`config.mk`:
```
export PLATFORM = sky130hd
export DESIGN_NAME = hmc_rf_responder
export DESIGN_NICKNAME = d
export VERILOG_FILES = /design/src/rtl/hmc_rf_responder.sv
export SDC_FILE = /design/constraint.sdc
export NUM_CORES = 1
export LEC_CHECK = 0
export ABC_AREA = 0
export BUFFER_PORTS_ARGS = -buffer_cell sky130_fd_sc_hd__buf_2
export CAP_MARGIN = 25
export CORE_ASPECT_RATIO = 0.6
export CORE_MARGIN = 5
export CORE_UTILIZATION = 50
export DETAILED_ROUTE_END_ITERATION = 6
export GPL_TIMING_DRIVEN = 1
export PLACE_DENSITY = 0.73
export SLEW_MARGIN = 25
export SYNTH_ARGS = -nofsm -noshare
export SYNTH_HDL_FRONTEND = slang
export SYNTH_SLANG_ARGS = --single-unit
```
`constraint.sdc`:
```
create_clock -name clk -period 2.5 [get_ports clk]
set_input_delay 0.125 -clock clk [delete_from_list [all_inputs] [get_ports clk]]
set_output_delay 0.125 -clock clk [all_outputs]
set_load 0.02 [all_outputs]
```
`src/rtl/hmc_rf_responder.sv`:
```
// hmc_rf_responder: register-file target answering single-cycle rf reads/writes
// Ports:
//   clk, res_n                 clock and asynchronous active-low reset
//   rf_address/read_en/write_en/write_data   request, sampled when a strobe is high
//   rf_read_data/access_complete/invalid_address   response, valid one cycle later
//   link_up, phy_ready, lanes_reversed, *_tokens_remaining   live status inputs
//   cnt_sent_p, cnt_sent_np, cnt_rcvd_rsp   per-cycle packet counts from TX/RX
//   ctrl_*                     control register bits 0..4
module hmc_rf_responder #(
   parameter int HMC_RF_WWIDTH      = 64,
   parameter int HMC_RF_RWIDTH      = 64,
   parameter int HMC_RF_AWIDTH      = 4,
   parameter int LOG_FPW            = 2,
   parameter int LOG_MAX_RX_TOKENS  = 10,
   parameter int LOG_MAX_HMC_TOKENS = 10
) (
   input  logic                          clk,
   input  logic                          res_n,
   input  logic [HMC_RF_AWIDTH-1:0]      rf_address,
   input  logic                          rf_read_en,
   input  logic                          rf_write_en,
   input  logic [HMC_RF_WWIDTH-1:0]      rf_write_data,
   output logic [HMC_RF_RWIDTH-1:0]      rf_read_data,
   output logic                          rf_access_complete,
   output logic                          rf_invalid_address,
   input  logic                          link_up,
   input  logic                          phy_ready,
   input  logic                          lanes_reversed,
   input  logic [LOG_MAX_HMC_TOKENS-1:0] hmc_tokens_remaining,
   input  logic [LOG_MAX_RX_TOKENS-1:0]  rx_tokens_remaining,
   input  logic [LOG_FPW:0]              cnt_sent_p,
   input  logic [LOG_FPW:0]              cnt_sent_np,
   input  logic [LOG_FPW:0]              cnt_rcvd_rsp,
   output logic                          ctrl_p_rst_n,
   output logic                          ctrl_hmc_init_cont,
   output logic                          ctrl_set_sleep,
   output logic                          ctrl_scrambler_disable,
   output logic                          ctrl_run_length_enable
);
   localparam logic [HMC_RF_AWIDTH-1:0] A_STATUS  = HMC_RF_AWIDTH'(0);
   localparam logic [HMC_RF_AWIDTH-1:0] A_CONTROL = HMC_RF_AWIDTH'(1);
   localparam logic [HMC_RF_AWIDTH-1:0] A_SENT_P  = HMC_RF_AWIDTH'(2);
   localparam logic [HMC_RF_AWIDTH-1:0] A_SENT_NP = HMC_RF_AWIDTH'(3);
   localparam logic [HMC_RF_AWIDTH-1:0] A_RCVD    = HMC_RF_AWIDTH'(4);
   localparam logic [HMC_RF_AWIDTH-1:0] A_CLEAR   = HMC_RF_AWIDTH'(5);
   logic [4:0]               ctrl;
   logic [63:0]              cnt_p, cnt_np, cnt_rsp, status;
   logic [HMC_RF_RWIDTH-1:0] rd_mux;
   logic                     rd, wr, mapped, invalid, ctrl_we, do_clear;
   // 65-bit sum so the carry-out selects saturation instead of wrapping
   function automatic logic [63:0] sat_add(input logic [63:0] a, input logic [LOG_FPW:0] b);
      logic [64:0] s;
      s = {1'b0, a} + 65'(b);
      return s[64] ? '1 : s[63:0];
   endfunction
   // a write wins when both strobes are high
   assign wr = rf_write_en;
   assign rd = rf_read_en & ~rf_write_en;
   assign status = 64'({16'(rx_tokens_remaining), 16'(hmc_tokens_remaining), 13'b0,
                        lanes_reversed, phy_ready, link_up});
   always_comb begin
      rd_mux = '0;
      mapped = 1'b1;
      case (rf_address)
         A_STATUS:  rd_mux = HMC_RF_RWIDTH'(status);
         A_CONTROL: rd_mux = HMC_RF_RWIDTH'(ctrl);
         A_SENT_P:  rd_mux = HMC_RF_RWIDTH'(cnt_p);
         A_SENT_NP: rd_mux = HMC_RF_RWIDTH'(cnt_np);
         A_RCVD:    rd_mux = HMC_RF_RWIDTH'(cnt_rsp);
         A_CLEAR:   rd_mux = '0;
         default:   mapped = 1'b0;
      endcase
   end
   assign ctrl_we  = wr && rf_address == A_CONTROL;
   assign do_clear = wr && rf_address == A_CLEAR && rf_write_data[0];
   assign invalid  = wr ? !(rf_address == A_CONTROL || rf_address == A_CLEAR) : !mapped;
   always_ff @(posedge clk or negedge res_n) begin
      if (!res_n) begin
         ctrl               <= 5'b10000;
         cnt_p              <= '0;
         cnt_np             <= '0;
         cnt_rsp            <= '0;
         rf_read_data       <= '0;
         rf_access_complete <= 1'b0;
         rf_invalid_address <= 1'b0;
      end else begin
         if (ctrl_we) ctrl <= rf_write_data[4:0];
         cnt_p   <= do_clear ? '0 : sat_add(cnt_p, cnt_sent_p);
         cnt_np  <= do_clear ? '0 : sat_add(cnt_np, cnt_sent_np);
         cnt_rsp <= do_clear ? '0 : sat_add(cnt_rsp, cnt_rcvd_rsp);
         rf_access_complete <= rd | wr;
         if (rd | wr) begin
            rf_read_data       <= wr ? '0 : rd_mux;
            rf_invalid_address <= invalid;
         end
      end
   end
   assign {ctrl_run_length_enable, ctrl_scrambler_disable, ctrl_set_sleep,
           ctrl_hmc_init_cont, ctrl_p_rst_n} = ctrl;
endmodule

```
After elaboration in Yosys (flattened, before gate mapping)
Index checks and enable logic that the tools add are counted.
- logic and storage cells: 36
- bits in registers: 263
- input bits: 104
- output and inout port bits: 71
- reductions and logical operators: 8
- equality and inequality tests: 5
- muxes and demuxes: 10
- add/subtract/negate cells: 3
- bitwise operators: 3
- operators by type and width (kind ; number):
    $mux W64 ; 7
    $pmux W64 S5 ; 1
    $add A64 B3 Y65 ; 3
    $eq A4 B2 Y1 const B ; 2
    $eq A4 B3 Y1 const B ; 2
    $reduce_or A6 Y1 ; 1
    $eq A4 B1 Y1 const B ; 1
    $logic_not A4 Y1 ; 1
    $logic_and A1 B1 Y1 ; 3
    $logic_not A1 Y1 ; 2
    $mux W1 ; 2
    $and A1 B1 Y1 ; 1
    $logic_or A1 B1 Y1 ; 1
    $not A1 Y1 ; 1
    $or A1 B1 Y1 ; 1

Longest topological paths before layout
- depth after elaboration: 5
- depth in mapped cells: 9
- mapped depth without buffers: 8

Worst setup path before layout
Ideal clock, no wire load.
- path type: reg-to-reg
- start point: register cnt_rsp[2]
- end point: register cnt_rsp[62]
- setup slack: 0.017 ns
- buffers on the path: 2
- setup time: 0.078 ns
- period minus slack after synthesis: 2.483 ns
- required time: 2.422 ns
- arrival time: 2.405 ns
- cell stages (with the launch flop): 9
- cell sequence: dfrtp_1 ha_1 a21oi_1 nor4_1 nand4_2 or2_2 buf_2 buf_2 a21oi_1
- longest elaborated chain between the ends: 3
- RTL lines (what ; RTL line ; text):
    start: declaration ; 47 ; logic [63:0] cnt_p, cnt_np, cnt_rsp, status;
    start signal: assignment ; 90 ; cnt_rsp <= do_clear ? '0 : sat_add(cnt_rsp, cnt_rcvd_rsp);
    $add A64 B3 Y65 ; 53 ; s = {1'b0, a} + 65'(b);
    $mux W64 ; 54 ; return s[64] ? '1 : s[63:0];
    $mux W64 ; 90 ;
No other way between the ends.
A chain may end at the register's enable or synchronous reset.

Final worst setup path
- start point: register cnt_p[15]
- end point: register cnt_p[54]
- longest elaborated chain between the ends: 3
- RTL lines (what ; RTL line ; text):
    start: declaration ; 47 ;
    start signal: assignment ; 88 ; cnt_p <= do_clear ? '0 : sat_add(cnt_p, cnt_sent_p);
    $add A64 B3 Y65 ; 53 ;
    $mux W64 ; 54 ;
    $mux W64 ; 88 ;
No other way between the ends.

==> flow_summary.json <==
{
  "status": "finished with violations",
  "violations": "design-rule violations",
  "hold_viol": 0,
  "drv_slew": 0,
  "min_period_ps": 2429,
  "clk_pin_slew_worst_paths_ps": 60,
  "ys_async_sr_fraction": 1.000,
  "synth_cell_type_count": 53,
  "ir_worst_vdd_uv": 426.7,
  "max_freq_mhz": 411.7,
  "io_buffers": 115,
  "wl_um": 42140,
  "wl_per_cell_um": 21.29,
  "netlist_area_um2": 13690,
  "critical_path_class": "reg -> reg",
  "maxCapViolations": 0,
  "worst_pin_slew_ps": 880.9,
  "rows": 46,
  "detail-route-antenna-nets": 0,
  "syn_inst": 1449,
  "drtIter0Drc": 1490,
  "grt_pass1_wl_um": 65950,
  "cp_max_fo": 5,
  "holdWs_ps": 24.13,
  "leakage_nw": 7.027,
  "hpwl_um": 29880,
  "ys_seq_area_frac": 0.4809,
  "fill_cells": 2270,
  "vias": 12188,
  "powerDensity_nw_per_um2": 638.7,
  "synth_edf_count": 0,
  "reg2reg_depth": 6,
  "cts_root_buf": "clkbuf_16",
  "finalClockSkew_ps": 11.44,
  "max_slew_margin": 0.4105,
  "min_path_type": "in -> reg",
  "fin_crit_sh": 0.9716,
  "critPathSlowestCell": "or4_4",
  "drc_errors": 1,
  "initial_core_util": 0.5126,
  "fp.dieW_um": 223.6,
  "ctsLongestPathBuffers": 3,
  "grt_usage": 0.2647,
  "synth.avg_cell_area_um2": 9.447,
  "crit_path_end_kind": "flip-flop",
  "grt_max_degree": 80,
  "dr.pass1.iters": 7,
  "final_layout_size_suffix_gt1_frac": 0.1754,
  "cts_tree": "built",
  "avgViaCountPerCell": 6.159,
  "cts_buffers": 26,
  "setup_viol": 0,
  "grt-ovfl-total": 0,
  "fin_cells": 1979,
  "cp.required_ps": 2970,
  "synth-seq-cells": 263,
  "clock_latency_ps": 550,
  "cp-start-kind": "flip-flop",
  "fp.dieH_um": 138.2,
  "path_cells": "nand3_1 > or4_4 > or3_4 > or4_1 > xor2_1 > a21oi_1",
  "dp_cells": 1915,
  "dieArea_um2": 30900,
  "gp_congestion": 0.9705,
  "nNetsFinal": 1715,
  "post-route-util": 0.6114,
  "core-area_um2": 26710,
  "io_pins": 175,
  "htree_levels": 1,
  "syn_nets": 1565,
  "clock_sinks": 263,
  "hold_depth": 3,
  "synth_top_area_cell": "dfrtp_1",
  "synth.top_cell.area_share": 0.4789,
  "grt_pass1_vias": 11322,
  "area_growth_pct": 19.27,
  "cpPeakStageDelay_ps": 560,
  "antenna_cells": 0,
  "synth_warnings": 0,
  "synth_flop_cell": "dfrtp_1",
  "antenna_found_initial": 1,
  "synth.area.top_cells": "dfrtp_1 48%, a21oi_1 8.4%, xnor2_1 6.1%",
  "cp.arrival_ps": 2900
}
-- power breakdown --
group,internal (mW),total (mW),switching [mW]
registers,4.52,4.86,0.340
clock network,2.45,4.15,1.70
logic,0.644,1.42,0.778
total,7.61,10.4,2.82
-- layer usage --
metal	GRT usage	share of wire	vias to the layer above
met1	0.4257	0.45	5976
met4	0.05187	0.021	2
met3	0.08801	0.13	60
met5	0	0.0014	-
met2	0.3444	0.40	598
li1	-	-	5552
-- state kept, by name, indices dropped and copies added (netlist names) --
register and count:
rf_read_data 64, rf_invalid_address 1, cnt_rsp 64, cnt_np 64, cnt_p 64, ctrl 5, rf_access_complete 1
-- final cells by class --
class,instances,area [um2],area share
timing repair buffer,213,1505,0.09219
clock inverter,7,87.58,0.005364
tap,360,450.4,0.02759
clock buffer,41,818.3,0.05012
sequential,263,6583,0.4032
inverter,21,78.83,0.004828
multi-input combinational,1074,6804,0.4167
-- stage by stage --
stage	power (mW)	setup slack (ps)	instance area, um2	setup TNS (ps)
2_1_floorplan	5.651	16.66	13690	0
3_3_place_gp	6.208	47.48	15190	0
3_5_place_dp	6.250	-3.846	15190	-4.472
4_1_cts	10.40	24.84	16230	0
5_1_grt	10.83	-3.691	16330	-6.727
6_report	10.43	70.89	16330	0
-- critical path: cells and delay by family (launching register included) --
family / cells / cell delay (ps)
simple gates: 4 / 1610
xor+xnor: 1 / 160
flops: 1 / 410
compound gates: 1 / 150
-- logic make-up after synthesis --
kind of cell	share of synthesized area
buffers and inverters	0.03144
AND/OR/NAND/NOR	0.1832
multiplexers	0.005575
adder cells (fa/ha/maj)	0.01261
flip-flops	0.4809
XOR/XNOR	0.1120
AO/OA/AOI/OAI	0.1744
-- cell usage in the layout, fill, tap and decap left out, types with 52 or more instances in the layout --
cell     instances
xnor2_1         95
nand3_1         68
o21ai_0         60
xor2_1          80
nand2_1        134
buf_4           73
nand4_1         52
buf_2          114
nor2_1          56
dfrtp_1        262
a21oi_1        228
-- cell usage after synthesis (all sizes together) (5+ instances only) --
| master | count |
|---|---|
| a21boi | 20 |
| a21o | 8 |
| a21oi | 230 |
| a222oi | 22 |
| a22o | 39 |
| a22oi | 6 |
| a31oi | 5 |
| and2 | 10 |
| and3 | 32 |
| and4 | 22 |
| buf | 10 |
| clkbuf | 81 |
| dfrtp | 262 |
| ha | 9 |
| inv | 21 |
| mux2 | 5 |
| nand2 | 134 |
| nand3 | 69 |
| nand4 | 53 |
| nor2 | 59 |
| nor3 | 36 |
| nor4 | 26 |
| o21ai | 62 |
| or2 | 5 |
| or3 | 5 |
| or4 | 9 |
| xnor2 | 95 |
| xor2 | 80 |
-- worst paths after layout --
path	startpoint	endpoint	slack (ps)
min in group asynchronous	res_n	rf_read_data[7]	180
max in group asynchronous	res_n	rf_read_data[39]	1510
hold / removal	rf_write_en	rf_access_complete	20
setup reg to reg	cnt_p[15]	cnt_p[54]	70
hold reg to reg	rf_read_data[4]	rf_read_data[4]	470
setup / recovery	cnt_p[15]	cnt_p[54]	70
-- timing repair --
action / in CTS / in global routing
hold buffers: 12 / 0
gates resized for setup: 2 / 15
pin swaps: 0 / 4
hold endpoints to repair: 84 / 0
cloned: 0 / 0
buffers inserted: 0 / 4
setup endpoints to repair: 62 / 129
(Power assumes the default switching activity.)
